$ cat config.mk
export PLATFORM = sky130hd
export DESIGN_NAME = fifo_wr_arbiter
export DESIGN_NICKNAME = d
export VERILOG_FILES = /design/src/rtl/fifo_wr_arbiter.sv
export SDC_FILE = /design/constraint.sdc
export NUM_CORES = 1
export LEC_CHECK = 0
export ABC_AREA = 0
export CAP_MARGIN = 10
export CORE_MARGIN = 4
export CORE_UTILIZATION = 37
export CTS_BUF_LIST = sky130_fd_sc_hd__clkbuf_4 sky130_fd_sc_hd__clkbuf_8
export CTS_CLUSTER_DIAMETER = 50
export DETAILED_ROUTE_END_ITERATION = 8
export HOLD_SLACK_MARGIN = 0.05
export PLACE_DENSITY = 0.83
export SLEW_MARGIN = 40
export SYNTH_ARGS = -nofsm -noshare
export SYNTH_HDL_FRONTEND = slang
export SYNTH_SLANG_ARGS = --single-unit
$ cat constraint.sdc
create_clock -name clk -period 2.26 [get_ports clk]
set_clock_uncertainty 0.15 [all_clocks]
set_input_delay 0.452 -clock clk [delete_from_list [all_inputs] [get_ports clk]]
set_output_delay 0.452 -clock clk [all_outputs]
set_load 0.05 [all_outputs]
$ cat src/rtl/fifo_wr_arbiter.sv
// fifo_wr_arbiter: round-robin arbiter sharing one FIFO write port
// among NREQ requesters; each grant is one contiguous burst.
module fifo_wr_arbiter #(
    parameter int NREQ   = 4,
    parameter int DWIDTH = 8,
    parameter int BURST  = 4,
    localparam int IW    = $clog2(NREQ),
    localparam int CW    = $clog2(BURST + 1)
) (
    input  logic                   clk,
    input  logic                   rstn,
    input  logic [NREQ-1:0]        req_valid,
    input  logic [NREQ-1:0]        req_last,
    input  logic [NREQ*DWIDTH-1:0] req_data,
    output logic [NREQ-1:0]        req_ready,
    input  logic                   fifo_wfull,
    output logic                   fifo_wren,
    output logic [DWIDTH-1:0]      fifo_wdata,
    output logic [NREQ-1:0]        grant,
    output logic [IW-1:0]          grant_id,
    output logic                   busy
);

    typedef enum logic {IDLE, GRANT} state_e;

    state_e        state_q, state_d;
    logic [IW-1:0] gid_q, gid_d;
    logic [IW-1:0] rr_q, rr_d;
    logic [CW-1:0] cnt_q, cnt_d;

    logic [IW-1:0] winner;
    logic [IW:0]   idx;
    logic          any_valid;
    logic          own_valid;
    logic          own_last;
    logic          accept;
    logic          cnt_hit;
    logic          release_now;
    logic [IW-1:0] next_ptr;

    always_ff @(posedge clk or negedge rstn) begin
        if (!rstn) begin
            state_q <= IDLE;
            gid_q   <= '0;
            rr_q    <= '0;
            cnt_q   <= '0;
        end else begin
            state_q <= state_d;
            gid_q   <= gid_d;
            rr_q    <= rr_d;
            cnt_q   <= cnt_d;
        end
    end

    // first valid requester at or after the rr pointer, wrapping
    always_comb begin
        winner    = '0;
        any_valid = 1'b0;
        idx       = '0;
        for (int i = 0; i < NREQ; i++) begin
            idx = {1'b0, rr_q} + (IW+1)'(i);
            if (idx >= (IW+1)'(NREQ)) begin
                idx = idx - (IW+1)'(NREQ);
            end
            if (!any_valid && req_valid[idx[IW-1:0]]) begin
                any_valid = 1'b1;
                winner    = idx[IW-1:0];
            end
        end
    end

    assign own_valid   = req_valid[gid_q];
    assign own_last    = req_last[gid_q];
    assign accept      = (state_q == GRANT) & own_valid & ~fifo_wfull;
    assign cnt_hit     = (cnt_q + CW'(1)) == CW'(BURST);
    assign release_now = (state_q == GRANT) &
                         (~own_valid | (accept & (own_last | cnt_hit)));
    assign next_ptr    = (gid_q == IW'(NREQ - 1)) ? '0 : gid_q + IW'(1);

    always_comb begin
        state_d = state_q;
        gid_d   = gid_q;
        rr_d    = rr_q;
        cnt_d   = cnt_q;
        case (state_q)
            IDLE: begin
                if (any_valid) begin
                    state_d = GRANT;
                    gid_d   = winner;
                    cnt_d   = '0;
                end
            end
            GRANT: begin
                if (accept) begin
                    cnt_d = cnt_q + CW'(1);
                end
                if (release_now) begin
                    state_d = IDLE;
                    gid_d   = '0;
                    cnt_d   = '0;
                    rr_d    = next_ptr;
                end
            end
            default: state_d = IDLE;
        endcase
    end

    always_comb begin
        grant      = '0;
        req_ready  = '0;
        fifo_wren  = 1'b0;
        busy       = 1'b0;
        fifo_wdata = req_data[gid_q*DWIDTH +: DWIDTH];
        if (state_q == GRANT) begin
            grant[gid_q]     = 1'b1;
            req_ready[gid_q] = ~fifo_wfull;
            fifo_wren        = accept;
            busy             = 1'b1;
        end
    end

    assign grant_id = gid_q;

endmodule

==> results of run 1 <==
## worst max-delay path by stage
stage | endpoint | slack [ps] | cells past startpoint
2_1_floorplan | fifo_wren | 6 | 4
3_3_place_gp | fifo_wren | 5 | 5
3_5_place_dp | fifo_wren | -20 | 5
4_1_cts | fifo_wren | 30 | 5
5_1_grt | cnt_q[0] | 10 | 7
6_report | fifo_wren | 100 | 5
## what timing repair did
| action | 4_1_cts | 5_1_grt |
|---|---|---|
| gates resized for setup | 1 | 1 |
| endpoints found under the setup margin | 2 | 3 |
| pin swaps | 1 | 0 |
| setup buffers | 3 | 0 |
## critical path, cell delays in order
cell             delay, ps
clkdlybuf4s50_1        480
mux2i_1                100
o22ai_2                200
nor2b_4                190
buf_12                 140
## sequential cells by signal, summed over array words and instances (netlist names)
name	flops
grant_id	2
cnt_q	3
state_q	1
rr_q	2
## cell usage in the layout (no fill, tap or decap), drive strengths merged
cell and n:
nand3b 2, nor3b 1, nand2b 3, clkdlybuf4s50 41, a221oi 1, a21oi 5, inv 4, a22oi 1
dlymetal6s2s 1, nor4 1, nand2 8, o211ai 1, nor2b 7, ha 6, dfrtp 8, mux2 2
nor2 6, o21bai 1, and4 1, or3 2, mux2i 6, o22ai 2, and2 4, clkbuf 3
xor2 1, nand3 2, mux4 8, buf 32, a21o 1, o21ai 6
## metal layers
layer / track usage [%] / part of all wire [%] / vias to the layer above
met4: 1.66 / 0 / 0
met5: 0 / 0 / -
met2: 37.5 / 58 / 41
li1: - / - / 491
met1: 19.6 / 35 / 485
met3: 4.61 / 7.4 / 0
## cell type report
cell class              count  share of cell area (%)
clock buffers               3                    1.27
repair buffers             74                    43.2
flip-flops and latches      8                    11.5
well taps                  28                    1.98
inverters                   4                   0.850
multi-input cells          78                    41.2
## cells by family (layout without fill, tap and decap cells)
logic type | Yosys count | in the layout | synth area share [%]
AO/OA/AOI/OAI | 18 | 18 | 13.4
XOR/XNOR | 1 | 1 | 0.932
adder cells (fa/ha/maj) | 6 | 6 | 7.99
buffers and inverters | 10 | 81 | 5.99
flip-flops | 8 | 8 | 21.3
multiplexers | 16 | 16 | 28.8
AND/OR/NAND/NOR | 37 | 37 | 21.6
## per-stage QoR
step	hold slack, ps	std cells	cell area, sq um
after floorplan	6.41	96	988
after CTS	329	195	1760
after global placement	330	189	1710
after global routing	335	195	1770
final	314	195	1770
after detailed placement	357	189	1710
## power by group
group | switching (mW) | total, mW | internal (mW)
Combinational | 0.856 | 1.58 | 0.726
Clock | 0.0456 | 0.106 | 0.0606
Sequential | 0.0906 | 0.292 | 0.202
==> results.py, run 1 <==
metrics = {
    "timing": {
        "hold_violations": 0,
        "fmaxAchievable_mhz": 463,
        "rsz0062_at_grt": "no",
        "layout_worst_path_cycle_share_pct": 95.5,
        "setup_violations": 0,
        "layout_setup_ws_ps": 101,
        "worst_slew_pin_slew_ps": 485,
        "max_slew_margin_pct": 67.4,
        "finalCriticalPeriod_ps": 2160,
        "tns_ps": 0,
        "drv_slew": 0,
    },
    "cts": {
        "h-tree-depth": 1,
        "clk_pin_slew_worst_paths_ps": 60,
        "cts_tree": "built",
        "numCtsBuffers": 3,
        "hold_buffers": 0,
        "clk_latency_ps": 250,
        "cts_sinks": 8,
        "cts_root_buf": "clkbuf_4",
        "clock_path_buffers": 2,
    },
    "worst_setup_path": {
        "r2r-end": "cnt_q[2]",
        "critPathKind": "in -> out",
        "r2r_cells": 7,
        "cp-end-kind": "primary output",
        "crit_fanout": 2,
        "start_kind": "primary input",
        "critical_path_required_ps": 1660,
        "ff2ff_setup_slack_ps": 410,
        "cp-startpoint": "req_valid[2]",
        "critPathArrivalTime_ps": 1560,
        "r2r_start": "grant_id[0]",
    },
    "detailed_routing": {
        "drc": 0,
        "wl_per_cell_um": 15.0,
        "ant_nets": 0,
        "num_vias": 1017,
        "vias_per_cell": 5.22,
        "first_iter_violations": 18,
        "wl_mm": 2.93,
        "dr.pass1.iters": 6,
    },
    "run_status": {
        "outcome": "complete, no violations",
    },
    "cells_and_area": {
        "n_fill_cell": 164,
        "regArea_sq_um": 203,
        "multi_input_area_sq_um": 728,
        "area_growth_pct": 88.0,
        "num-nets-final": 218,
        "drive_above_1_share_pct": 36.5,
        "final_util_pct": 76.2,
        "antennaDiodeCount": 0,
    },
    "place": {
        "hpwl_mm": 2.36,
        "numPortBuffers": 62,
        "place_ws_ps": -17.4,
        "gp_congestion": 0.781,
    },
    "pwr": {
        "vdd_ir_drop_max_mv": 1.09,
        "power.leakage_nw": 0.760,
        "total_power_mw": 1.98,
        "cellPowerDensity_nw_per_um2": 1120,
    },
    "logic_synthesis": {
        "synth_common_cells": "dfrtp_1, mux4_2, nand2_1",
        "ys_seq_area_share_pct": 21.3,
        "synth_seq_cells": 8,
        "synth_area_sq_um": 940,
        "yosysTopAreaCell": "dfrtp_1",
        "synthArstFlopShare_pct": 100,
        "synth.area.top_cells": "dfrtp_1, mux4_2, ha_1",
        "yosys.cell_types.count": 32,
        "yosys_most_used_dff": "dfrtp_1",
        "syn_inst": 96,
        "synth.net_count": 145,
        "yosysWarningCount": 0,
        "synth_top_area_share_pct": 21.3,
        "synth-edff-count": 0,
        "syn_area_per_cell_sq_um": 9.79,
    },
    "floorplan": {
        "die_h_um": 58.4,
        "fp.coreArea_sq_um": 2320,
        "initial_core_util_pct": 40.5,
        "ioPinCount": 63,
        "rows": 17,
        "dieArea_sq_um": 3410,
        "die-width_um": 58.4,
    },
    "job": {
        "drv_cap": 0,
    },
    "global_routing": {
        "overflow": 0,
        "antenna_found_initial": 0,
        "grt_max_degree": 18,
        "grt_pass1_vias": 1101,
        "grt_usage_pct": 18.6,
        "grt_pass1_wl_mm": 4.97,
    },
    "worst_hold_path": {
        "hold_path_class": "in -> async",
    },
}
Note: power is estimated with default switching activity, not from simulation.
==> run 2: changes to the inputs <==
--- a/config.mk
+++ b/config.mk
@@ -7,8 +7,10 @@
 export LEC_CHECK = 0
 export ABC_AREA = 0
 export CAP_MARGIN = 10
+export CELL_PAD_IN_SITES_DETAIL_PLACEMENT = 0
+export CELL_PAD_IN_SITES_GLOBAL_PLACEMENT = 1
 export CORE_MARGIN = 4
-export CORE_UTILIZATION = 37
+export CORE_UTILIZATION = 26
 export CTS_BUF_LIST = sky130_fd_sc_hd__clkbuf_4 sky130_fd_sc_hd__clkbuf_8
 export CTS_CLUSTER_DIAMETER = 50
 export DETAILED_ROUTE_END_ITERATION = 8
==> results.py, run 2 (synthesis gave the netlist of run 1 again) <==
metrics = {
    "run_status": {
        "outcome": "complete, no violations",
    },
    "cts": {
        "cts_sinks": 8,
        "numCtsBuffers": 3,
        "cts_tree": "built",
        "h-tree-depth": 1,
        "clk_pin_slew_worst_paths_ps": 60,
        "clk_latency_ps": 250,
        "clock_path_buffers": 2,
        "cts_root_buf": "clkbuf_4",
    },
    "place": {
        "gp_congestion": 0.817,
        "place_ws_ps": -55.3,
        "dp_cells": 208,
        "numPortBuffers": 62,
        "hpwl_mm": 2.72,
        "postPlaceCellArea_sq_um": 1730,
    },
    "timing": {
        "drv_slew": 0,
        "setup_violations": 0,
        "layout_worst_path_cycle_share_pct": 96.7,
        "worst_slew_pin_slew_ps": 396,
        "rsz0062_at_grt": "no",
        "layout_setup_ws_ps": 74.2,
        "fmaxAchievable_mhz": 458,
        "finalCriticalPeriod_ps": 2190,
        "max_slew_margin_pct": 73.6,
        "hold_violations": 0,
    },
    "global_routing": {
        "antenna_found_initial": 0,
        "grt_pass1_vias": 969,
        "grt_usage_pct": 12.8,
        "grt_pass1_wl_mm": 4.49,
        "grt_max_degree": 13,
        "overflow": 0,
    },
    "detailed_routing": {
        "first_iter_violations": 21,
        "ant_nets": 0,
        "drc": 0,
        "wl_mm": 3.25,
        "vias_per_cell": 4.84,
        "wl_per_cell_um": 15.3,
        "num_vias": 1030,
        "dr.pass1.iters": 4,
    },
    "floorplan": {
        "dieArea_sq_um": 4640,
        "die-width_um": 68.1,
        "initial_core_util_pct": 27.5,
        "die_h_um": 68.1,
        "rows": 21,
        "ioPinCount": 63,
        "fp.coreArea_sq_um": 3420,
    },
    "cells_and_area": {
        "antennaDiodeCount": 0,
        "drive_above_1_share_pct": 37.1,
        "largest-register": "cnt_q",
        "final_cells": 213,
        "layout_common_cells": "clkdlybuf4s50_1, buf_4, mux4_2, nand2_1, buf_12",
        "final_util_pct": 52.0,
        "n_fill_cell": 307,
        "largest_reg_flops": 3,
        "area_growth_pct": 89.1,
        "mostFrequentLayoutCell": "clkdlybuf4s50_1",
        "num-nets-final": 218,
        "postLayoutCellArea_sq_um": 1780,
    },
    "worst_setup_path": {
        "crit_fanout": 2,
        "path_cells": "clkdlybuf4s50_1, mux2i_2, o22ai_2, nor2b_4, buf_12",
        "r2r_start": "grant_id[0]",
        "critPathKind": "in -> out",
        "critical_path_required_ps": 1660,
        "cp-startpoint": "req_valid[2]",
        "max_stage_delay_ps": 510,
        "cp-end-kind": "primary output",
        "critPathArrivalTime_ps": 1580,
        "r2r_cells": 7,
        "start_kind": "primary input",
        "crit_slowest_cell": "clkdlybuf4s50_1",
    },
    "pwr": {
        "total_power_mw": 1.96,
        "cellPowerDensity_nw_per_um2": 1110,
        "vdd_ir_drop_max_mv": 0.525,
        "power.leakage_nw": 0.748,
    },
    "worst_hold_path": {
        "hold_path_class": "in -> async",
    },
    "job": {
        "drv_cap": 0,
    },
}
-- run 2: metrics by stage --
stage	hold slack (ps)	TNS [ps]
floorplan	6.41	0
global placement	346	-23.6
detailed placement	360	-55.3
CTS	331	0
global route	343	0
finish	317	0
-- run 2: routing by layer --
| metal | routed length, um | track usage [%] |
|---|---|---|
| met4 | 0 | 1.49 |
| met5 | 0 | 0 |
| met2 | 1630 | 26.2 |
| met3 | 409 | 3.45 |
| met1 | 1220 | 13.0 |
-- run 2: worst max-delay path: cells and delay by family --
family | cells | cell delay (ps)
muxes | 1 | 100
buffers and inverters | 2 | 650
AOI/OAI and AO/OA | 1 | 190
and+or+nand+nor | 1 | 190
-- run 2: cell type report --
type | count | area [sq um] | share of cell area (%)
well taps | 46 | 57.6 | 3.24
inverters | 4 | 15.0 | 0.845
multi-input cells | 78 | 732 | 41.2
repair buffers | 74 | 747 | 42.0
flip-flops and latches | 8 | 203 | 11.4
clock buffers | 3 | 22.5 | 1.27
-- run 2: power by group --
part | switching [mW] | internal [mW] | leakage [nW] | total, mW
Combinational | 0.857 | 0.707 | 0.636 | 1.56
Clock | 0.0504 | 0.0609 | 0.0138 | 0.111
Sequential | 0.0878 | 0.201 | 0.0986 | 0.289
-- run 2: worst paths after layout --
check	to	slack (ps)
setup / recovery	fifo_wren	70
hold / removal	cnt_q[0]	320
setup reg to reg	cnt_q[2]	390
hold reg to reg	cnt_q[0]	370
max in group asynchronous	grant_id[1]	1360
min in group clk	cnt_q[0]	370
-- run 2: timing repair --
action / 4_1_cts / 5_1_grt
endpoints found under the hold margin: 0 / 0
hold buffers: 0 / 0
resized for setup: 3 / 0
endpoints found under the setup margin: 2 / 0
setup buffers: 2 / 0
==> run 3: changes to the inputs <==
--- a/config.mk
+++ b/config.mk
@@ -14,7 +14,6 @@
 export CTS_BUF_LIST = sky130_fd_sc_hd__clkbuf_4 sky130_fd_sc_hd__clkbuf_8
 export CTS_CLUSTER_DIAMETER = 50
 export DETAILED_ROUTE_END_ITERATION = 8
-export HOLD_SLACK_MARGIN = 0.05
 export PLACE_DENSITY = 0.83
 export SLEW_MARGIN = 40
 export SYNTH_ARGS = -nofsm -noshare
==> results of run 3 <==
No change in the layout: final DEF, timing and power equal those of run 2.
